===== config.mk =====
export PLATFORM = sky130hd
export DESIGN_NAME = axis_fifo_wr_arbiter
export DESIGN_NICKNAME = d
export VERILOG_FILES = /design/src/rtl/axis_fifo_wr_arbiter.sv
export SDC_FILE = /design/constraint.sdc
export NUM_CORES = 1
export LEC_CHECK = 0
export BUFFER_PORTS_ARGS = -buffer_cell sky130_fd_sc_hd__buf_4
export CAP_MARGIN = 5
export CORE_MARGIN = 2
export CORE_UTILIZATION = 53
export CTS_BUF_LIST = sky130_fd_sc_hd__clkbuf_2 sky130_fd_sc_hd__clkbuf_4 sky130_fd_sc_hd__clkbuf_8
export DETAILED_ROUTE_END_ITERATION = 7
export PLACE_DENSITY = 0.95
export SLEW_MARGIN = 25
export SYNTH_ARGS = -nofsm -noshare
export SYNTH_HDL_FRONTEND = slang
export SYNTH_SLANG_ARGS = --single-unit

===== constraint.sdc =====
create_clock -name i_wclk -period 2.95 [get_ports i_wclk]
set_input_delay 0.59 -clock i_wclk [delete_from_list [all_inputs] [get_ports i_wclk]]
set_output_delay 0.59 -clock i_wclk [all_outputs]
set_load 0.01 [all_outputs]

===== src/rtl/axis_fifo_wr_arbiter.sv =====
// Packet-granular round-robin scheduler sharing one async-FIFO write port among
// NUM_REQ AXI-Stream requesters; each granted packet is preceded by a source-ID header word.
module axis_fifo_wr_arbiter #(
  parameter int NUM_REQ     = 4,
  parameter int LOGIC_SIZE  = 8,
  parameter int MAX_PKT_LEN = 256,
  localparam int ID_W       = $clog2(NUM_REQ)
) (
  input  logic                          i_wclk,
  input  logic                          i_rst_n,
  input  logic [NUM_REQ*LOGIC_SIZE-1:0] s_tdata,
  input  logic [NUM_REQ-1:0]            s_tvalid,
  input  logic [NUM_REQ-1:0]            s_tlast,
  output logic [NUM_REQ-1:0]            s_tready,
  output logic                          o_fifo_wr,
  output logic [LOGIC_SIZE-1:0]         o_fifo_wdata,
  input  logic                          i_fifo_wfull,
  output logic                          o_busy,
  output logic [ID_W-1:0]               o_grant_id,
  output logic                          o_err_trunc
);

  localparam int CNT_W = (MAX_PKT_LEN > 0) ? $clog2(MAX_PKT_LEN + 1) : 1;
  localparam logic [CNT_W:0] LIMIT = (CNT_W + 1)'(MAX_PKT_LEN);

  typedef enum logic [1:0] {IDLE, HDR, DATA} state_t;

  state_t                state;
  logic [ID_W-1:0]       last_grant;
  logic [ID_W-1:0]       winner;
  logic                  win_found;
  logic [CNT_W-1:0]      beat_cnt;
  logic [CNT_W:0]        beat_nxt;
  logic [LOGIC_SIZE-1:0] g_data;
  logic                  g_valid;
  logic                  g_last;
  logic                  beat;

  // Round-robin search starts one past the previous winner so every requester gets a turn.
  always_comb begin
    win_found = 1'b0;
    winner    = '0;
    for (int i = 1; i <= NUM_REQ; i++) begin
      if (!win_found && s_tvalid[(int'(last_grant) + i) % NUM_REQ]) begin
        win_found = 1'b1;
        winner    = ID_W'((int'(last_grant) + i) % NUM_REQ);
      end
    end
  end

  assign g_data   = s_tdata[int'(o_grant_id)*LOGIC_SIZE +: LOGIC_SIZE];
  assign g_valid  = s_tvalid[o_grant_id];
  assign g_last   = s_tlast[o_grant_id];
  assign beat     = (state == DATA) && g_valid && !i_fifo_wfull;
  assign beat_nxt = {1'b0, beat_cnt} + (CNT_W + 1)'(1);
  assign o_busy   = (state != IDLE);

  // Handshake: a beat transfers on a cycle where tvalid and tready are both high; tready is
  // only ever offered to the granted requester in DATA and follows !wfull combinationally,
  // so the FIFO write and the requester's acceptance happen on the same edge.
  always_comb begin
    s_tready     = '0;
    o_fifo_wr    = 1'b0;
    o_fifo_wdata = '0;
    case (state)
      HDR: begin
        o_fifo_wr    = !i_fifo_wfull;
        o_fifo_wdata = LOGIC_SIZE'(o_grant_id);
      end
      DATA: begin
        s_tready[o_grant_id] = !i_fifo_wfull;
        o_fifo_wr            = g_valid && !i_fifo_wfull;
        o_fifo_wdata         = g_data;
      end
      default: ;
    endcase
  end

  always_ff @(posedge i_wclk or negedge i_rst_n) begin
    if (!i_rst_n) begin
      state       <= IDLE;
      last_grant  <= ID_W'(NUM_REQ - 1);
      beat_cnt    <= '0;
      o_grant_id  <= '0;
      o_err_trunc <= 1'b0;
    end else begin
      o_err_trunc <= 1'b0;
      case (state)
        IDLE: begin
          if (win_found) begin
            o_grant_id <= winner;
            last_grant <= winner;
            state      <= HDR;
          end
        end
        HDR: begin
          if (!i_fifo_wfull) begin
            beat_cnt <= '0;
            state    <= DATA;
          end
        end
        DATA: begin
          if (beat) begin
            beat_cnt <= beat_nxt[CNT_W-1:0];
            if (g_last) begin
              state <= IDLE;
            end else if (MAX_PKT_LEN != 0 && beat_nxt == LIMIT) begin
              // Remaining beats of a runaway packet re-arbitrate as a fresh packet.
              o_err_trunc <= 1'b1;
              state       <= IDLE;
            end
          end
        end
        default: state <= IDLE;
      endcase
    end
  end

endmodule


# After elaboration in Yosys (flattened, before gate mapping)
# Cells that the tools add are included.
# word_totals
regBits	16
inputBits	43
out_inout_bits	17
word_cells	92
# op_classes
n_addsub	5
magnitude_cmp	6
n_eq_ne	7
n_shift	1
muxes	42
bitwise	5
reduce_logical	21
# ops
op	n
32-bit by 6-bit indexed part select with 8-bit output	1
1-bit 2-to-1 mux	19
2-bit 2-to-1 mux	9
9-bit 2-to-1 mux	2
9-bit case mux with 2 select lines	1
3-bit by 4-bit less-than comparator with 1-bit output (second input constant)	4
8-bit case mux with 2 select lines	1
1-bit binary-select mux with 2-bit select	6
9-bit by 1-bit adder with 10-bit output (second input constant)	1
10-bit by 9-bit equality test with 1-bit output (second input constant)	1
2-bit OR reduction	4
1-bit logical AND	7
2-bit != test (second input constant)	3
2-bit case mux with 3 select lines	1
2-bit by 1-bit adder with 2-bit output (second input constant)	2
2-bit adder (second input constant)	2
1-bit AND (first input constant)	4
4-bit AND	1
1-bit zero test	4
4-bit 2-to-1 mux	1
4-bit AND reduction	1
2-bit nonzero test	2
2-bit by 3-bit less-than comparator with 1-bit output (second input constant)	1
3-bit by 2-bit != test with 1-bit output (second input constant)	1
8 further kinds	8

# Logic depth before layout (Yosys ltp)
# depth
word_depth	18
depth_mapped	8
ltp_nobuf	8

# Worst setup path before layout
# No wires, ideal clock.
# synth_timing
path_type	reg-to-output
startpoint	reg o_grant_id[0]
endpoint	out o_fifo_wdata[3]
arrival_time_ns	1.736
required_time_ns	2.360
path_slack_ns	0.624
path_stages_with_launch	5
path_buffers	2
path_cell_list	dfrtp_1 -> buf_2 -> buf_1 -> mux4_2 -> and3_1
# synth_via
elab_chain_len	2
# synth_rtl
item	line_no	source
from (decl)	19	output logic [ID_W-1:0] o_grant_id,
from (signal assigned)	91	o_grant_id <= winner;
32-bit by 6-bit indexed part select with 8-bit output	51	assign g_data = s_tdata[int'(o_grant_id)*LOGIC_SIZE +: LOGIC_SIZE];
8-bit case mux with 2 select lines	65	case (state)
to (decl)	16	output logic [LOGIC_SIZE-1:0] o_fifo_wdata,
# Every way passes these cells.

# Worst setup path after layout
# layout_timing
startpoint	reg o_grant_id[0]
endpoint	out o_fifo_wr
# layout_via
elab_chain_len	4
# layout_rtl
item	line_no	source
1-bit binary-select mux with 2-bit select	52	assign g_valid = s_tvalid[o_grant_id];
1-bit 2-to-1 mux (implied by the code)	52	
1-bit logical AND	72	o_fifo_wr = g_valid && !i_fifo_wfull;
1-bit case mux with 2 select lines	65	
to (decl)	15	output logic o_fifo_wr,
# Every way passes these cells. The select of a mux whose other input is x is not followed.

==> results.rst <==
.. list-table::
   :header-rows: 1

   * - Metric
     - Value
   * - Status
     - complete, no violations
   * - Half-perimeter wire length of the detailed placement result
     - 2960 µm
   * - Die Footprint
     - 3010 µm²
   * - Clock H-tree levels
     - 1
   * - Post-CTS resize count
     - 0
   * - Kind of critical path
     - flip-flop to primary output
   * - Rel. slew slack
     - 0.494
   * - Post-Route Skew
     - 0.00817 ns
   * - Cell type with the largest total area after synthesis
     - sky130_fd_sc_hd__dfrtp_1
   * - Startpoint of the most critical register-to-register path
     - o_grant_id[0]
   * - Total nets after synthesis
     - 193
   * - Final Wtd Congestion
     - 0.790
   * - Pin count of the biggest net entering global routing
     - 18
   * - Fraction of final layout cells with drive strength greater than 1
     - 0.410
   * - Starting DRT DRC Count
     - 34
   * - Largest stage delay, worst path
     - 0.85 ns
   * - IO Port Bufs
     - 59
   * - Clock period minus final worst setup slack
     - 2.70 ns
   * - Int Power
     - 773 µW
   * - Number of hold-repair buffers added at the cts stage
     - 0
   * - Most common cell after layout, fill and taps aside
     - sky130_fd_sc_hd__buf_4
   * - Overall Global Routing Usage
     - 0.262
   * - Area delta synth->final
     - 35.8%
   * - Number of buffers inserted to repair setup after CTS
     - 0
   * - Total number of clock tree sinks
     - 16
   * - Levels on crit path
     - 4
   * - Post-detailed-route wirelength per cell
     - 16.0 µm
   * - Worst Path Buf+Inv
     - 1
   * - Netlist Area Pre-Place
     - 1370 µm²
   * - Post-Syn Area per Cell
     - 9.53 µm²
   * - CTS Root Cell
     - sky130_fd_sc_hd__clkbuf_4
   * - Part of the total power dissipated in sequential elements
     - 0.321
   * - RSZ-0062 raised after global routing
     - false
   * - Row count
     - 18
   * - Post-layout net count
     - 250
   * - Critical Path Fanout Max
     - 17
   * - Maximum operating frequency
     - 0.370 GHz
   * - Synthesized instance count
     - 144
   * - Vias in the first global route
     - 1350
   * - Final global-route overflow total
     - 0
   * - Number of cells traversed by the worst register-to-register path
     - 7
   * - Worst skew pair latency
     - 0.29 ns
   * - Reg2Reg Setup Slack
     - 0.60 ns
   * - Proportion of synthesized chip area in sequential cells
     - 0.294
   * - Count of cell types in the netlist
     - 40
   * - Total number of vias
     - 1357
   * - First drt pass iteration count
     - 4
   * - Most used DFF post-synth
     - sky130_fd_sc_hd__dfrtp_1
   * - Final core utilization
     - 0.759
   * - CTS buffer count
     - 3
   * - Number of hold violations in the final report
     - 0
   * - Arrival time of data at the critical path endpoint
     - 2.11 ns
   * - Antenna violations before repair
     - 0
   * - Commonest cells after routing, fill and taps aside
     - sky130_fd_sc_hd__buf_4, sky130_fd_sc_hd__nand2_1, sky130_fd_sc_hd__dfrtp_1
   * - Diode insertion count for antenna repair
     - 0
   * - Number of warnings printed during yosys synthesis
     - 0
   * - TritonCTS clock tree
     - yes
   * - Post-route DRC violation count
     - 0
   * - Number of enable flip-flop cells after synthesis
     - 0
   * - Largest vdd supply drop
     - 516 µV
   * - Overall routed net length
     - 3670 µm
   * - # Max-Cap Violations
     - 0
   * - Top post-synthesis cells by area
     - sky130_fd_sc_hd__dfrtp_1, sky130_fd_sc_hd__mux4_2, sky130_fd_sc_hd__ha_1
   * - Max stage delay cell, worst path
     - sky130_fd_sc_hd__dfrtp_1
   * - Switching Share
     - 0.409
   * - Total power density per cell area
     - 702 nW/µm²
   * - Total of fill cells in the finished design
     - 178
   * - Power after layout
     - 1.31 mW
   * - Static Leakage
     - 0.894 nW
   * - Fraction of registers with async set/reset
     - 1.00
   * - Reg clk slew, reported paths
     - 0.10 ns
   * - Kind of path behind the tightest hold check
     - primary input to async pin
   * - Final total negative setup slack
     - 0 ns
   * - Core box area
     - 2450 µm²
   * - Period Utilization, post-route
     - 0.915
   * - First-pass GRT wire length
     - 5650 µm
   * - Chip Width
     - 54.9 µm
   * - Share of total power in combinational logic
     - 0.567
   * - Kind of start point of the critical path
     - flip-flop
   * - Slew at the pin closest to its max-slew limit
     - 0.759 ns
   * - Required time of the worst setup path
     - 2.36 ns
   * - Switching power total
     - 536 µW
   * - Final max-slew violation count
     - 0
   * - Family with the most delay on the worst path
     - flip-flops
   * - Portion of synthesized cell area occupied by the leading cell type
     - 0.255
   * - Total of flip-flops plus latches after synthesis
     - 16
   * - Worst R2R End
     - beat_cnt[8]
   * - Vias per Instance
     - 5.90
   * - Critical path cell sequence
     - mux4_2 > nand2_1 > a21boi_0 > buf_4
   * - Effective utilization at floorplan
     - 0.559
   * - Final Setup Violations
     - 0
   * - Vertical die dimension
     - 54.9 µm
   * - Clk network pwr share
     - 0.112
   * - CP Capture Type
     - primary output
   * - Count of nets left with antenna violations after detail routing
     - 0
   * - Maximum count of clock buffers along a single path
     - 2
   * - I/O pin count
     - 60
-- worst reg2reg max path, cell delays in order, from the launching register on --
cell                      delay (ns)
sky130_fd_sc_hd__dfrtp_1        0.85
sky130_fd_sc_hd__mux4_2         0.64
sky130_fd_sc_hd__nand2_1        0.10
sky130_fd_sc_hd__buf_4          0.17
sky130_fd_sc_hd__inv_1          0.10
sky130_fd_sc_hd__o21a_1         0.12
sky130_fd_sc_hd__o21ai_0        0.15
sky130_fd_sc_hd__o41ai_1        0.09
-- sequential cells by signal, summed over array words and instances, names as in the netlist --
| register | flops |
|---|---|
| o_grant_id | 2 |
| last_grant | 2 |
| state | 2 |
| o_err_trunc | 1 |
| beat_cnt | 9 |
-- synthesized netlist by cell type, types with 3 or more instances --
library cell,count
sky130_fd_sc_hd__xnor2_1,3
sky130_fd_sc_hd__ha_1,6
sky130_fd_sc_hd__nor2b_1,5
sky130_fd_sc_hd__o21ai_0,13
sky130_fd_sc_hd__a21oi_1,3
sky130_fd_sc_hd__mux4_2,10
sky130_fd_sc_hd__nand2_1,19
sky130_fd_sc_hd__mux2i_1,3
sky130_fd_sc_hd__clkbuf_1,4
sky130_fd_sc_hd__nand3_1,4
sky130_fd_sc_hd__dfrtp_1,14
sky130_fd_sc_hd__and3_1,8
sky130_fd_sc_hd__nor2_1,9
sky130_fd_sc_hd__inv_1,7
-- through the flow --
step	worst slack [ns]	cell area [µm²]	hold slack (ns)	cells
finish	0.251	1860	0.139	230
global route	0.0953	1860	0.156	230
CTS	0.239	1860	0.147	230
detailed placement	0.567	1830	0.464	226
global placement	0.605	1830	0.455	226
floorplan	0.624	1370	0.294	144
-- layout make-up --
type / instances / area [µm²] / area share
Sequential cell: 16 / 403 / 0.216
Timing Repair Buffer: 60 / 450 / 0.242
Clock buffer: 4 / 36.3 / 0.0195
Tap cell: 30 / 37.5 / 0.0201
Multi-Input combinational cell: 113 / 911 / 0.489
Inverter: 7 / 26.3 / 0.0141
-- cell families after synthesis --
family,share of synthesized area
buf+inv,0.0428
xor+xnor,0.0319
fa+ha+maj,0.0547
flops,0.294
compound gates,0.160
mux,0.197
simple gates,0.221
-- worst max-delay path by stage --
stage                       start         endpoint
floorplan           o_grant_id[0]  o_fifo_wdata[3]
global placement    o_grant_id[0]  o_fifo_wdata[0]
detailed placement  o_grant_id[0]        o_fifo_wr
CTS                 o_grant_id[0]        o_fifo_wr
global route        o_grant_id[0]  o_fifo_wdata[0]
finish              o_grant_id[0]        o_fifo_wr
-- routing by layer --
metal,wire length (µm),track usage
met5,0,0
met4,68,0.0691
met3,191,0.0565
met2,1960,0.492
met1,1460,0.298
-- power by group through the flow --
stage               sequential, mW  combinational, mW  clock (mW)
floorplan                    0.338              0.575           0
global placement             0.414              0.707           0
detailed placement           0.422              0.737           0
CTS                          0.421              0.738       0.148
global route                 0.441              0.809       0.157
finish                       0.420              0.742       0.147
(Power assumes the default switching activity.)
